<file path="src/rtl/control_pkg.sv">
// Shared types and encodings for the multicycle ARMv4 main control unit.
// Optional CMP-without-writeback support is enabled by CTRL_CMP_NOWRITE_EN.
package control_pkg;

  typedef enum logic [3:0] {
    S_FETCH,
    S_DECODE,
    S_MEMADR,
    S_MEMRD,
    S_MEMWB,
    S_MEMWR,
    S_EXECR,
    S_EXECI,
    S_ALUWB,
    S_BRANCH
  } state_t;

  localparam logic [1:0] OP_DP  = 2'b00;
  localparam logic [1:0] OP_MEM = 2'b01;
  localparam logic [1:0] OP_BR  = 2'b10;

  localparam logic [1:0] ALU_ADD = 2'b00;
  localparam logic [1:0] ALU_SUB = 2'b01;
  localparam logic [1:0] ALU_AND = 2'b10;
  localparam logic [1:0] ALU_ORR = 2'b11;

  localparam logic [3:0] CMD_ADD = 4'b0100;
  localparam logic [3:0] CMD_SUB = 4'b0010;
  localparam logic [3:0] CMD_AND = 4'b0000;
  localparam logic [3:0] CMD_ORR = 4'b1100;
  localparam logic [3:0] CMD_CMP = 4'b1010;

  // Funct[4:0] = {cmd, S}
  function automatic logic is_cmp(input logic [4:0] funct);
    return (funct[4:1] == CMD_CMP) && funct[0];
  endfunction

endpackage

</file>
<file path="src/rtl/alu_decoder.sv">
// Combinational ALU operation and flag-write decode for DP instructions.
// CTRL_CMP_NOWRITE_EN adds CMP as a flag-only SUB.
module alu_decoder
  import control_pkg::*;
(
  input  logic       ALUOp,
  input  logic [4:0] Funct,
  output logic [1:0] ALUControl,
  output logic [1:0] FlagW
);

  logic [3:0] cmd;
  logic       s_bit;

  assign cmd   = Funct[4:1];
  assign s_bit = Funct[0];

  always_comb begin
    ALUControl = ALU_ADD;
    FlagW      = '0;
    if (ALUOp) begin
      unique case (cmd)
        CMD_ADD: begin
          ALUControl = ALU_ADD;
          FlagW      = {s_bit, s_bit};
        end
        CMD_SUB: begin
          ALUControl = ALU_SUB;
          FlagW      = {s_bit, s_bit};
        end
        CMD_AND: begin
          ALUControl = ALU_AND;
          FlagW      = {s_bit, 1'b0};
        end
        CMD_ORR: begin
          ALUControl = ALU_ORR;
          FlagW      = {s_bit, 1'b0};
        end
`ifdef CTRL_CMP_NOWRITE_EN
        CMD_CMP: begin
          if (s_bit) begin
            ALUControl = ALU_SUB;
            FlagW      = 2'b11;
          end
        end
`endif
        default: begin
          ALUControl = ALU_ADD;
          FlagW      = '0;
        end
      endcase
    end
  end

endmodule

</file>
<file path="src/rtl/control_fsm.sv">
// Multicycle ARMv4 main control FSM: state register, next-state, Moore decode.
// Build option CTRL_CMP_NOWRITE_EN: CMP skips ALUWB and writes flags only.
module control_fsm
  import control_pkg::*;
(
  input  logic       clk,
  input  logic       rst,
  input  logic [1:0] Op,
  input  logic [5:0] Funct,
  input  logic [3:0] Rd,
  output logic       PCS,
  output logic       RegW,
  output logic       MemW,
  output logic [1:0] FlagW,
  output logic       IRWrite,
  output logic       NextPC,
  output logic       AdrSrc,
  output logic [1:0] ResultSrc,
  output logic       ALUSrcA,
  output logic [1:0] ALUSrcB,
  output logic [1:0] ALUControl,
  output logic [1:0] ImmSrc,
  output logic [1:0] RegSrc
);

  state_t state_q, state_d;

  logic       alu_op;
  logic       branch;
  logic       reg_w_raw;
  logic       mem_w_raw;
  logic       ir_write_raw;
  logic       next_pc_raw;
  logic [1:0] flag_w_raw;
  logic       skip_wb;

  always_ff @(posedge clk or negedge rst) begin
    if (!rst) state_q <= S_FETCH;
    else      state_q <= state_d;
  end

`ifdef CTRL_CMP_NOWRITE_EN
  assign skip_wb = is_cmp(Funct[4:0]);
`else
  assign skip_wb = 1'b0;
`endif

  always_comb begin
    state_d = S_FETCH;
    unique case (state_q)
      S_FETCH:  state_d = S_DECODE;
      S_DECODE: begin
        unique case (Op)
          OP_MEM:  state_d = S_MEMADR;
          OP_DP:   state_d = Funct[5] ? S_EXECI : S_EXECR;
          OP_BR:   state_d = S_BRANCH;
          default: state_d = S_FETCH;
        endcase
      end
      S_MEMADR: state_d = Funct[0] ? S_MEMRD : S_MEMWR;
      S_MEMRD:  state_d = S_MEMWB;
      S_MEMWB:  state_d = S_FETCH;
      S_MEMWR:  state_d = S_FETCH;
      S_EXECR,
      S_EXECI:  state_d = skip_wb ? S_FETCH : S_ALUWB;
      S_ALUWB:  state_d = S_FETCH;
      S_BRANCH: state_d = S_FETCH;
      default:  state_d = S_FETCH;
    endcase
  end

  always_comb begin
    ir_write_raw = 1'b0;
    next_pc_raw  = 1'b0;
    reg_w_raw    = 1'b0;
    mem_w_raw    = 1'b0;
    branch       = 1'b0;
    alu_op       = 1'b0;
    AdrSrc       = 1'b0;
    ResultSrc    = 2'b00;
    ALUSrcA      = 1'b0;
    ALUSrcB      = 2'b00;
    unique case (state_q)
      S_FETCH: begin
        ir_write_raw = 1'b1;
        next_pc_raw  = 1'b1;
        ALUSrcA      = 1'b1;
        ALUSrcB      = 2'b10;
        ResultSrc    = 2'b10;
      end
      S_DECODE: begin
        ALUSrcA   = 1'b1;
        ALUSrcB   = 2'b10;
        ResultSrc = 2'b10;
      end
      S_MEMADR: ALUSrcB = 2'b01;
      S_MEMRD:  AdrSrc  = 1'b1;
      S_MEMWB: begin
        ResultSrc = 2'b01;
        reg_w_raw = 1'b1;
      end
      S_MEMWR: begin
        AdrSrc    = 1'b1;
        mem_w_raw = 1'b1;
      end
      S_EXECR:  alu_op = 1'b1;
      S_EXECI: begin
        ALUSrcB = 2'b01;
        alu_op  = 1'b1;
      end
      S_ALUWB:  reg_w_raw = 1'b1;
      S_BRANCH: begin
        ALUSrcB   = 2'b01;
        ResultSrc = 2'b10;
        branch    = 1'b1;
      end
      default: ;
    endcase
  end

  alu_decoder u_alu_decoder (
    .ALUOp      (alu_op),
    .Funct      (Funct[4:0]),
    .ALUControl (ALUControl),
    .FlagW      (flag_w_raw)
  );

  // Strobes are gated by rst directly so they drop without waiting for an edge.
  assign IRWrite = ir_write_raw & rst;
  assign NextPC  = next_pc_raw & rst;
  assign RegW    = reg_w_raw & rst;
  assign MemW    = mem_w_raw & rst;
  assign FlagW   = flag_w_raw & {2{rst}};
  assign PCS     = (branch | (reg_w_raw & (Rd == 4'hF))) & rst;

  assign ImmSrc  = Op;
  assign RegSrc  = {Op == OP_MEM, Op == OP_BR};

endmodule

</file>
<file path="config.mk">
export PLATFORM = sky130hd
export DESIGN_NAME = control_fsm
export DESIGN_NICKNAME = d
export VERILOG_FILES = /design/src/rtl/control_pkg.sv /design/src/rtl/alu_decoder.sv /design/src/rtl/control_fsm.sv
export SDC_FILE = /design/constraint.sdc
export NUM_CORES = 1
export LEC_CHECK = 0
export CAP_MARGIN = 30
export CORE_AREA = 2 2 39 41
export CTS_CLUSTER_DIAMETER = 30
export DETAILED_ROUTE_END_ITERATION = 12
export DIE_AREA = 0 0 41 43
export PLACE_DENSITY_LB_ADDON = 0.05
export SYNTH_ARGS = -nofsm -noshare
export SYNTH_HDL_FRONTEND = slang
export SYNTH_SLANG_ARGS = --single-unit
export TNS_END_PERCENT = 30
</file>
<file path="constraint.sdc">
create_clock -name clk -period 3.1 [get_ports clk]
set_clock_uncertainty 0.15 [all_clocks]
set_input_delay 0.62 -clock clk [delete_from_list [all_inputs] [get_ports clk]]
set_output_delay 0.62 -clock clk [all_outputs]
set_load 0.02 [all_outputs]
</file>
==> results of run 1 <==
==> area by class of cell <==
| cell class | instances | area (um2) | area share [%] |
|---|---|---|---|
| clock buffer | 3 | 22.5 | 2.93 |
| inverter | 2 | 7.51 | 0.976 |
| multi-input combinational | 48 | 292 | 37.9 |
| sequential | 4 | 100 | 13.0 |
| timing repair buffer | 33 | 328 | 42.6 |
| tap | 16 | 20.0 | 2.60 |
==> synthesized netlist by cell type, drive strengths merged (2+ instances only) <==
library cell	instances
a211oi	4
a21oi	3
buf	7
dfrtp	4
inv	2
nand2	5
nand2b	2
nor2	5
nor2b	6
nor3	6
nor4	2
o21ai	2
xnor2	2
==> power by group through the flow <==
stage               Combinational (W)  Clock (W)  Sequential (W)
finish                       0.000386  0.0000645        0.000148
global route                 0.000417  0.0000697        0.000157
CTS                          0.000392  0.0000662        0.000148
detailed placement           0.000390          0        0.000148
global placement             0.000387          0        0.000148
floorplan                    0.000292          0       0.0000868
==> stage by stage <==
stage	hold slack [ns]	area, um2	total power [W]
after floorplan	0.174	442	0.000379
after global placement	0.524	747	0.000536
after detailed placement	0.528	747	0.000538
after CTS	0.536	769	0.000606
after global routing	0.584	769	0.000644
final	0.532	769	0.000599
==> routing by layer <==
metal	vias to the layer above	wire (um)	share of wire (%)	GRT usage, %
met5	-	0	0	0
met4	0	27	2.3	10.0
met3	5	136	11	4.19
met2	28	527	44	21.3
met1	248	504	42	15.3
li1	278	-	-	-
==> final timing paths <==
check,to,depth (start not counted),from
worst max register to register,state_q[0],3,state_q[1]
min in group asynchronous,state_q[1],2,rst
worst max-delay path,IRWrite,4,rst
worst min-delay path,state_q[3],1,state_q[3]
max in group asynchronous,state_q[3],2,rst
worst min register to register,state_q[3],1,state_q[3]
==> worst max-delay path: stages <==
cell,delay [ns]
clkdlybuf4s50_1,0.51
nand2_1,0.13
nor4_1,0.27
clkdlybuf4s50_1,0.67
==> kinds of logic (layout without fill, tap and decap cells) <==
| group | count (synthesis) | in the layout | synth area share, % |
|---|---|---|---|
| AOI/OAI and AO/OA | 13 | 13 | 20.7 |
| xor gates and xnor gates | 2 | 2 | 3.97 |
| buffers and inverters | 9 | 38 | 11.3 |
| DFF | 4 | 4 | 22.7 |
| and+or+nand+nor | 33 | 33 | 41.4 |
==> metrics.yaml, run 1 <==
slew_violations: 0
start_util_pct: 31.9
hold_buffers: 0
avgSynthCellArea_um2: 7.24
utilization_pct: 55.6
ys_ff_latch: 4
largestRegisters: "state_q x4"
p_int_w: 0.000317
clkSinkCount: 4
post_synth_instance_area_um2: 442
reg2reg_setup_slack_ns: 1.84
core-area_um2: 1380
grt_pass1_wl_um: 1640
num_io_pins: 33
vias: 559
hold_violations: 0
numCtsBuffers: 3
dp_slack_ns: 0.0972
pwr-share-comb_pct: 64.5
crit_fanout: 4
drtIter0Drc: 4
grt_overflow: 0
cap_violations: 0
ant_nets: 0
die_x_um: 41
grt_util_all_layers_pct: 13.9
tns_ns: 0
ys_seq_area_share_pct: 22.7
dp_cells: 103
fmax_mhz: 337
cts_setup_buffers: 0
regMostFlops: "state_q"
final_common_cell: "clkdlybuf4s50_1"
rows: 14
layout-drive-gt1-share_pct: 6.67
synthArstFlopShare_pct: 100
worstSetupPathType: "in2out"
synth_top_area_share_pct: 22.7
die-height_um: 43
antenna_found_initial: 0
dp_hpwl_um: 913
clk_pin_slew_worst_paths_ns: 0.03
worstMarginPinSlew_ns: 0.411
power_frac_seq_pct: 24.8
cp-end-kind: "primary output"
fin_cells: 106
syn-num-nets: 75
final_cell_mix: "clkdlybuf4s50_1, nor3_1, nor2b_1"
max_slew_margin_pct: 72.6
fill_cells: 141
vdd_ir_drop_max_v: 0.000574
syn_inst: 61
dieArea_um2: 1760
cts_resized: 0
fin_crit_ns: 2.97
wirelength_um: 1200
firstDrtPassIters: 4
netlist-cell-type-count: 26
grt_max_degree: 15
ys.flop_type: "dfrtp_1"
wl_per_cell_um: 11.3
net-switching-power_w: 0.000282
setup_violations: 0
diodes: 0
timing.final.ws_setup_ns: 0.132
root_buffer: "clkbuf_4"
p_leak_nw: 0.275
crit_required_ns: 2.33
nNetsFinal: 106
clkLatencyLatePin_ns: 0.24
power.density_nw_per_um2: 778
status: "finished clean"
yosysWarnings: 0
ys_top_cells_by_area: "dfrtp_1, nor2b_1, nor3_1, a211oi_1, buf_4"
syn_to_final_growth_pct: 74.2
drt-vias-per-instance: 5.27
synth_enable_flop_cells: 0
htreeDepth: 1
grt_pass1_vias: 432
clkPwrFrac_pct: 10.8
period_share_pct: 95.8
yosys.area.top_type: "dfrtp_1"
crit_arrival_ns: 2.20
hold_path.class: "reg2reg"
numPortBuffers: 32
drcViolationCount: 0
place.gp.congestion: 0.657
cts_tree: "yes"
rsz0062_at_grt: "no"
switching_share_pct: 47.1
largest_reg_flops: 4
clockBufferDepth: 2
start_kind: "primary input"
Note: power is estimated with default switching activity, not from simulation.
==> run 2, diff against run 1 <==
- REMOVE_ABC_BUFFERS: default -> 1
==> run 2 against run 1 <==
Effect of this change: setup slack lost 0.043 ns; final cell count is 1.9% higher; die area is the same; largest power group unchanged; sequential power is 7% lower; global-route usage is 1.9 points higher; highest routed layer is now met3.
==> metrics.yaml, run 2 (synthesized netlist as in run 1, its figures left out) <==
p_leak_nw: 0.320  # +16%
layout-drive-gt1-share_pct: 8.70  # +2.0 points
diodes: 0  # unchanged
grt_pass1_wl_um: 2060  # +26%
ant_nets: 0  # unchanged
r2r_start: "state_q[1]"
largestRegisters: "state_q x4"
drcViolationCount: 0  # unchanged
hp-start: "state_q[3]"
fin_crit_ns: 3.01  # +0.0426 ns
firstDrtPassIters: 3  # -1
grt_pass1_vias: 491  # +14%
nNetsFinal: 108  # +1.9%
die-height_um: 43  # unchanged
numCtsBuffers: 3  # unchanged
wl_per_cell_um: 11.9  # +5.1%
syn_to_final_growth_pct: 78.8
reg2reg_setup_slack_ns: 1.82  # -0.02 ns
start_util_pct: 31.9  # unchanged
clkSinkCount: 4  # unchanged
core-area_um2: 1380  # unchanged
max_slew_margin_pct: 71.8  # -0.75 points
cts_setup_buffers: 0  # unchanged
path_buf_inv: 2  # unchanged
worstSetupPathType: "in2out"
htreeDepth: 1  # unchanged
cts_tree: "yes"
final_common_cell: "clkdlybuf4s50_1"
crit_arrival_ns: 2.24  # +0.04 ns
cp_slowest_stage_delay_ns: 0.66  # about the same
antenna_found_initial: 0  # unchanged
tns_ns: 0  # unchanged
finalPower_w: 0.000616  # +2.9%
largest_reg_flops: 4  # unchanged
die_x_um: 41  # unchanged
place_area_um2: 762  # +2.0%
regMostFlops: "state_q"
cp_top_family: "buffers and inverters"
status: "finished clean"
hold_buffers: 0  # unchanged
power.density_nw_per_um2: 780  # +0.26%
vias: 550  # -1.6%
drt-vias-per-instance: 5.09  # -3.4%
fin_area_um2: 790  # +2.6%
num_io_pins: 33  # unchanged
cap_violations: 0  # unchanged
grt_util_all_layers_pct: 15.8  # +1.9 points
clk_pin_slew_worst_paths_ns: 0.04  # about the same
slew_violations: 0  # unchanged
fmax_mhz: 332  # -1.4%
numPortBuffers: 32  # unchanged
timing.final.ws_setup_ns: 0.0890  # -0.0426 ns
crit_required_ns: 2.33  # about the same
crit_fanout: 4  # unchanged
vdd_ir_drop_max_v: 0.000341  # -41%
setup.worst_path.start: "rst"
dp_hpwl_um: 959  # +5.0%
start_kind: "primary input"
hold_violations: 0  # unchanged
setup_violations: 0  # unchanged
rows: 14  # unchanged
dieArea_um2: 1760  # unchanged
clkLatencyLatePin_ns: 0.24  # about the same
hold_path.class: "reg2reg"
cts_resized: 0  # unchanged
rsz0062_at_grt: "no"
root_buffer: "clkbuf_4"
cp-end-kind: "primary output"
clockBufferDepth: 2  # unchanged
cpMaxStageDelayCell: "clkdlybuf4s50_1"
cp_common_cell: "clkdlybuf4s50_1"
place.gp.congestion: 0.737  # +12%
grt_max_degree: 15  # unchanged
drtIter0Drc: 10  # +6
worstPathCellList: "clkdlybuf4s50_1, nand2_1, a2111oi_2, clkdlybuf4s50_1"
worstMarginPinSlew_ns: 0.422  # +0.0112 ns
dp_slack_ns: 0.0939  # -0.00334 ns
period_share_pct: 97.1  # +1.4 points
grt_overflow: 0  # unchanged
wirelength_um: 1280  # +7.1%
final_cell_mix: "clkdlybuf4s50_1, nor3_1, nor2b_1"
run 2: cell types whose count changed in the layout (fill, tap and decap cells not counted), sizes merged:
cell           delta
buf               +2
dlymetal6s2s      +2
clkdlybuf4s50     -2
run 2: layer usage:
metal	part of all wire, %	GRT usage (%)	vias to the layer above
li1	-	-	279
met5	0	0	-
met4	0	0	0
met2	43	23.1	22
met1	48	23.9	249
met3	8.8	4.71	0
run 2: path summary, 6_finish.rpt:
| path | endpoint | depth (start not counted) |
|---|---|---|
| max reg2reg | state_q[0] | 3 |
| min | state_q[3] | 1 |
| max | PCS | 4 |
| min reg2reg | state_q[3] | 1 |
| min in group asynchronous | state_q[3] | 2 |
| max in group asynchronous | state_q[0] | 2 |
run 2: power by group:
group	switching, W	internal (W)
Combinational	0.000204	0.000209
Sequential	0.0000646	0.0000736
Clock	0.0000217	0.0000433
Total	0.000290	0.000326
run 2: worst register-to-register path, cell delays in order (launching register included):
cell      delay (ns)
dfrtp_1         0.52
nor2_1          0.20
o21ai_1         0.09
a211oi_1        0.23
run 2: area by class of cell:
type,instances,area (um2)
fill,145,594
sequential,4,100
inverter,2,7.51
timing repair buffer,35,348
multi-input combinational,48,292
tap,16,20.0
clock buffer,3,22.5
run 2: per-stage QoR:
| step | utilization [%] | std cells | hold WS [ns] |
|---|---|---|---|
| 2_1_floorplan | - | 54 | 0.174 |
| 3_3_place_gp | 55.1 | 105 | 0.427 |
| 3_5_place_dp | 55.1 | 105 | 0.417 |
| 4_1_cts | 56.7 | 108 | 0.419 |
| 5_1_grt | 57.1 | 108 | 0.450 |
| 6_report | 57.1 | 108 | 0.412 |
==> run 3, diff against run 2 <==
- GPL_TIMING_DRIVEN: default -> 0
- REMOVE_ABC_BUFFERS: 1 -> default
==> run 3 against run 2 <==
Effect of this change: sequential power shrank 32%; largest power group unchanged; largest cell class unchanged; critical path depth up 1; fmax is 1.6% higher; final area increased by 2.4%; critical path type unchanged.
==> metrics.yaml, run 3 (synthesized netlist as in run 1, its figures left out) <==
largest_reg_flops: 4  # unchanged
grt_pass1_wl_um: 1770  # -14%
power_frac_seq_pct: 14.9  # -7.5 points
power.density_nw_per_um2: 780  # about the same
num_io_pins: 33  # unchanged
timing.final.ws_setup_ns: 0.136  # +0.0465 ns
top_layer_used: "met3"
grt_overflow: 0  # unchanged
final_cell_mix: "clkdlybuf4s50_1, nor3_1, nor2b_1"
hold_violations: 0  # unchanged
regMostFlops: "state_q"
rows: 14  # unchanged
crit_arrival_ns: 2.19  # -0.05 ns
start_util_pct: 31.9  # unchanged
rsz0062_at_grt: "no"
die_x_um: 41  # unchanged
worstSetupPathType: "in2out"
p_int_w: 0.000339  # +3.9%
max_slew_margin_pct: 82.9  # +11 points
htreeDepth: 1  # unchanged
dieArea_um2: 1760  # unchanged
period_share_pct: 95.6  # -1.5 points
drcViolationCount: 0  # unchanged
slew_violations: 0  # unchanged
worstMarginPinSlew_ns: 0.254  # -0.169 ns
place_area_um2: 782  # +2.6%
clkPwrFrac_pct: 10.2  # -0.3 points
reg2reg_setup_slack_ns: 1.80  # -0.02 ns
cp-end-kind: "primary output"
diodes: 0  # unchanged
vias: 557  # +1.3%
cts_setup_buffers: 0  # unchanged
crit_required_ns: 2.33  # about the same
core-area_um2: 1380  # unchanged
clockBufferDepth: 2  # unchanged
p_leak_nw: 0.311  # -2.8%
wirelength_um: 1220  # -4.4%
nNetsFinal: 112  # +3.7%
numPortBuffers: 32  # unchanged
grt_max_degree: 11  # -4
fin_crit_ns: 2.96  # -0.0465 ns
setup_violations: 0  # unchanged
crit_fanout: 2  # -2
multi_input_area_um2: 298  # +2.1%
switching_share_pct: 46.3  # -0.81 points
layout-drive-gt1-share_pct: 13.5  # +4.8 points
status: "finished clean"
hold_buffers: 0  # unchanged
clkLatencyLatePin_ns: 0.23  # about the same
final_common_cell: "clkdlybuf4s50_1"
ff_latch_area_um2: 100  # unchanged
root_buffer: "clkbuf_4"
wl_met1_um: 509  # -17%
wl_per_cell_um: 10.9  # -7.8%
die-height_um: 43  # unchanged
cts_tree: "yes"
firstDrtPassIters: 4  # +1
drt-vias-per-instance: 4.97  # -2.3%
antenna_found_initial: 0  # unchanged
net-switching-power_w: 0.000292  # +0.58%
route.met2.wl_um: 572  # +3.1%
clkSinkCount: 4  # unchanged
grt_util_all_layers_pct: 14.4  # -1.4 points
cap_violations: 0  # unchanged
numCtsBuffers: 3  # unchanged
largestRegisters: "state_q x4"
start_kind: "primary input"
hold_path.class: "in2async"
fmax_mhz: 337  # +1.6%
grt_pass1_vias: 472  # -3.9%
vdd_ir_drop_max_v: 0.000555  # +63%
dr_wl_met3_um: 142  # +27%
drtIter0Drc: 14  # +4
place.gp.congestion: 0.836  # +13%
fin_area_um2: 808  # +2.4%
pwr-share-comb_pct: 74.9  # +7.9 points
fill_cells: 152  # +4.8%
syn_to_final_growth_pct: 83.0
ant_nets: 0  # unchanged
clk_pin_slew_worst_paths_ns: 0.04  # about the same
dp_slack_ns: -0.120  # -0.214 ns
## run 3: changes by cell type in the layout (fill, tap and decap cells not counted), sizes merged
| cell | change |
|---|---|
| dlymetal6s2s | -2 |
| buf | +4 |
| dlygate4sd2 | +2 |
## run 3: critical path: stages
cell,delay (ns)
clkdlybuf4s50_1,0.40
nor2b_1,0.15
nand2_1,0.09
nor4_1,0.29
clkdlybuf4s50_1,0.65
## run 3: final timing paths
path | startpoint | to | cells after the start
setup / recovery | Funct[1] | ALUControl[1] | 5
hold / removal | rst | state_q[2] | 1
setup reg to reg | state_q[1] | state_q[1] | 4
hold reg to reg | state_q[1] | state_q[2] | 2
max in group asynchronous | rst | state_q[3] | 1
min in group clk | state_q[1] | state_q[2] | 2
## run 3: per-layer routing
layer  GRT usage, %  vias to the layer above
met4           6.00                        0
met3           5.76                        0
met5              0                        -
li1               -                      286
met1           16.6                      243
met2           22.5                       28
## run 3: what timing repair did
action / in CTS / in global routing
setup endpoints to repair: 3 / 0
hold endpoints to repair: 0 / 0
resized for setup: 3 / 0
## run 3: final cells by class
class / count / share of cell area [%]
clock buffers: 3 / 2.79
multi-input cells: 48 / 36.8
plain buffers: 7 / 5.26
repair buffers: 32 / 39.3
well taps: 16 / 2.48
inverters: 2 / 0.929
flip-flops and latches: 4 / 12.4
## run 3: through the flow
step | util [%] | setup TNS, ns | cells | hold slack [ns] | power [W]
after floorplan | - | 0 | 61 | 0.174 | 0.000379
after global placement | 56.5 | -0.125 | 109 | 0.437 | 0.000564
after detailed placement | 56.5 | -0.179 | 109 | 0.432 | 0.000566
after CTS | 58.4 | 0 | 112 | 0.193 | 0.000636
after global routing | 58.4 | 0 | 112 | 0.204 | 0.000680
final | 58.4 | 0 | 112 | 0.191 | 0.000631
## run 3: power groups by stage
stage                     combinational, W   clock, W  sequential, W
after floorplan                   0.000292          0      0.0000868
after CTS                         0.000476  0.0000664      0.0000937
after detailed placement          0.000472          0      0.0000936
final                             0.000472  0.0000641      0.0000943
after global routing              0.000509  0.0000725      0.0000984
after global placement            0.000470          0      0.0000942
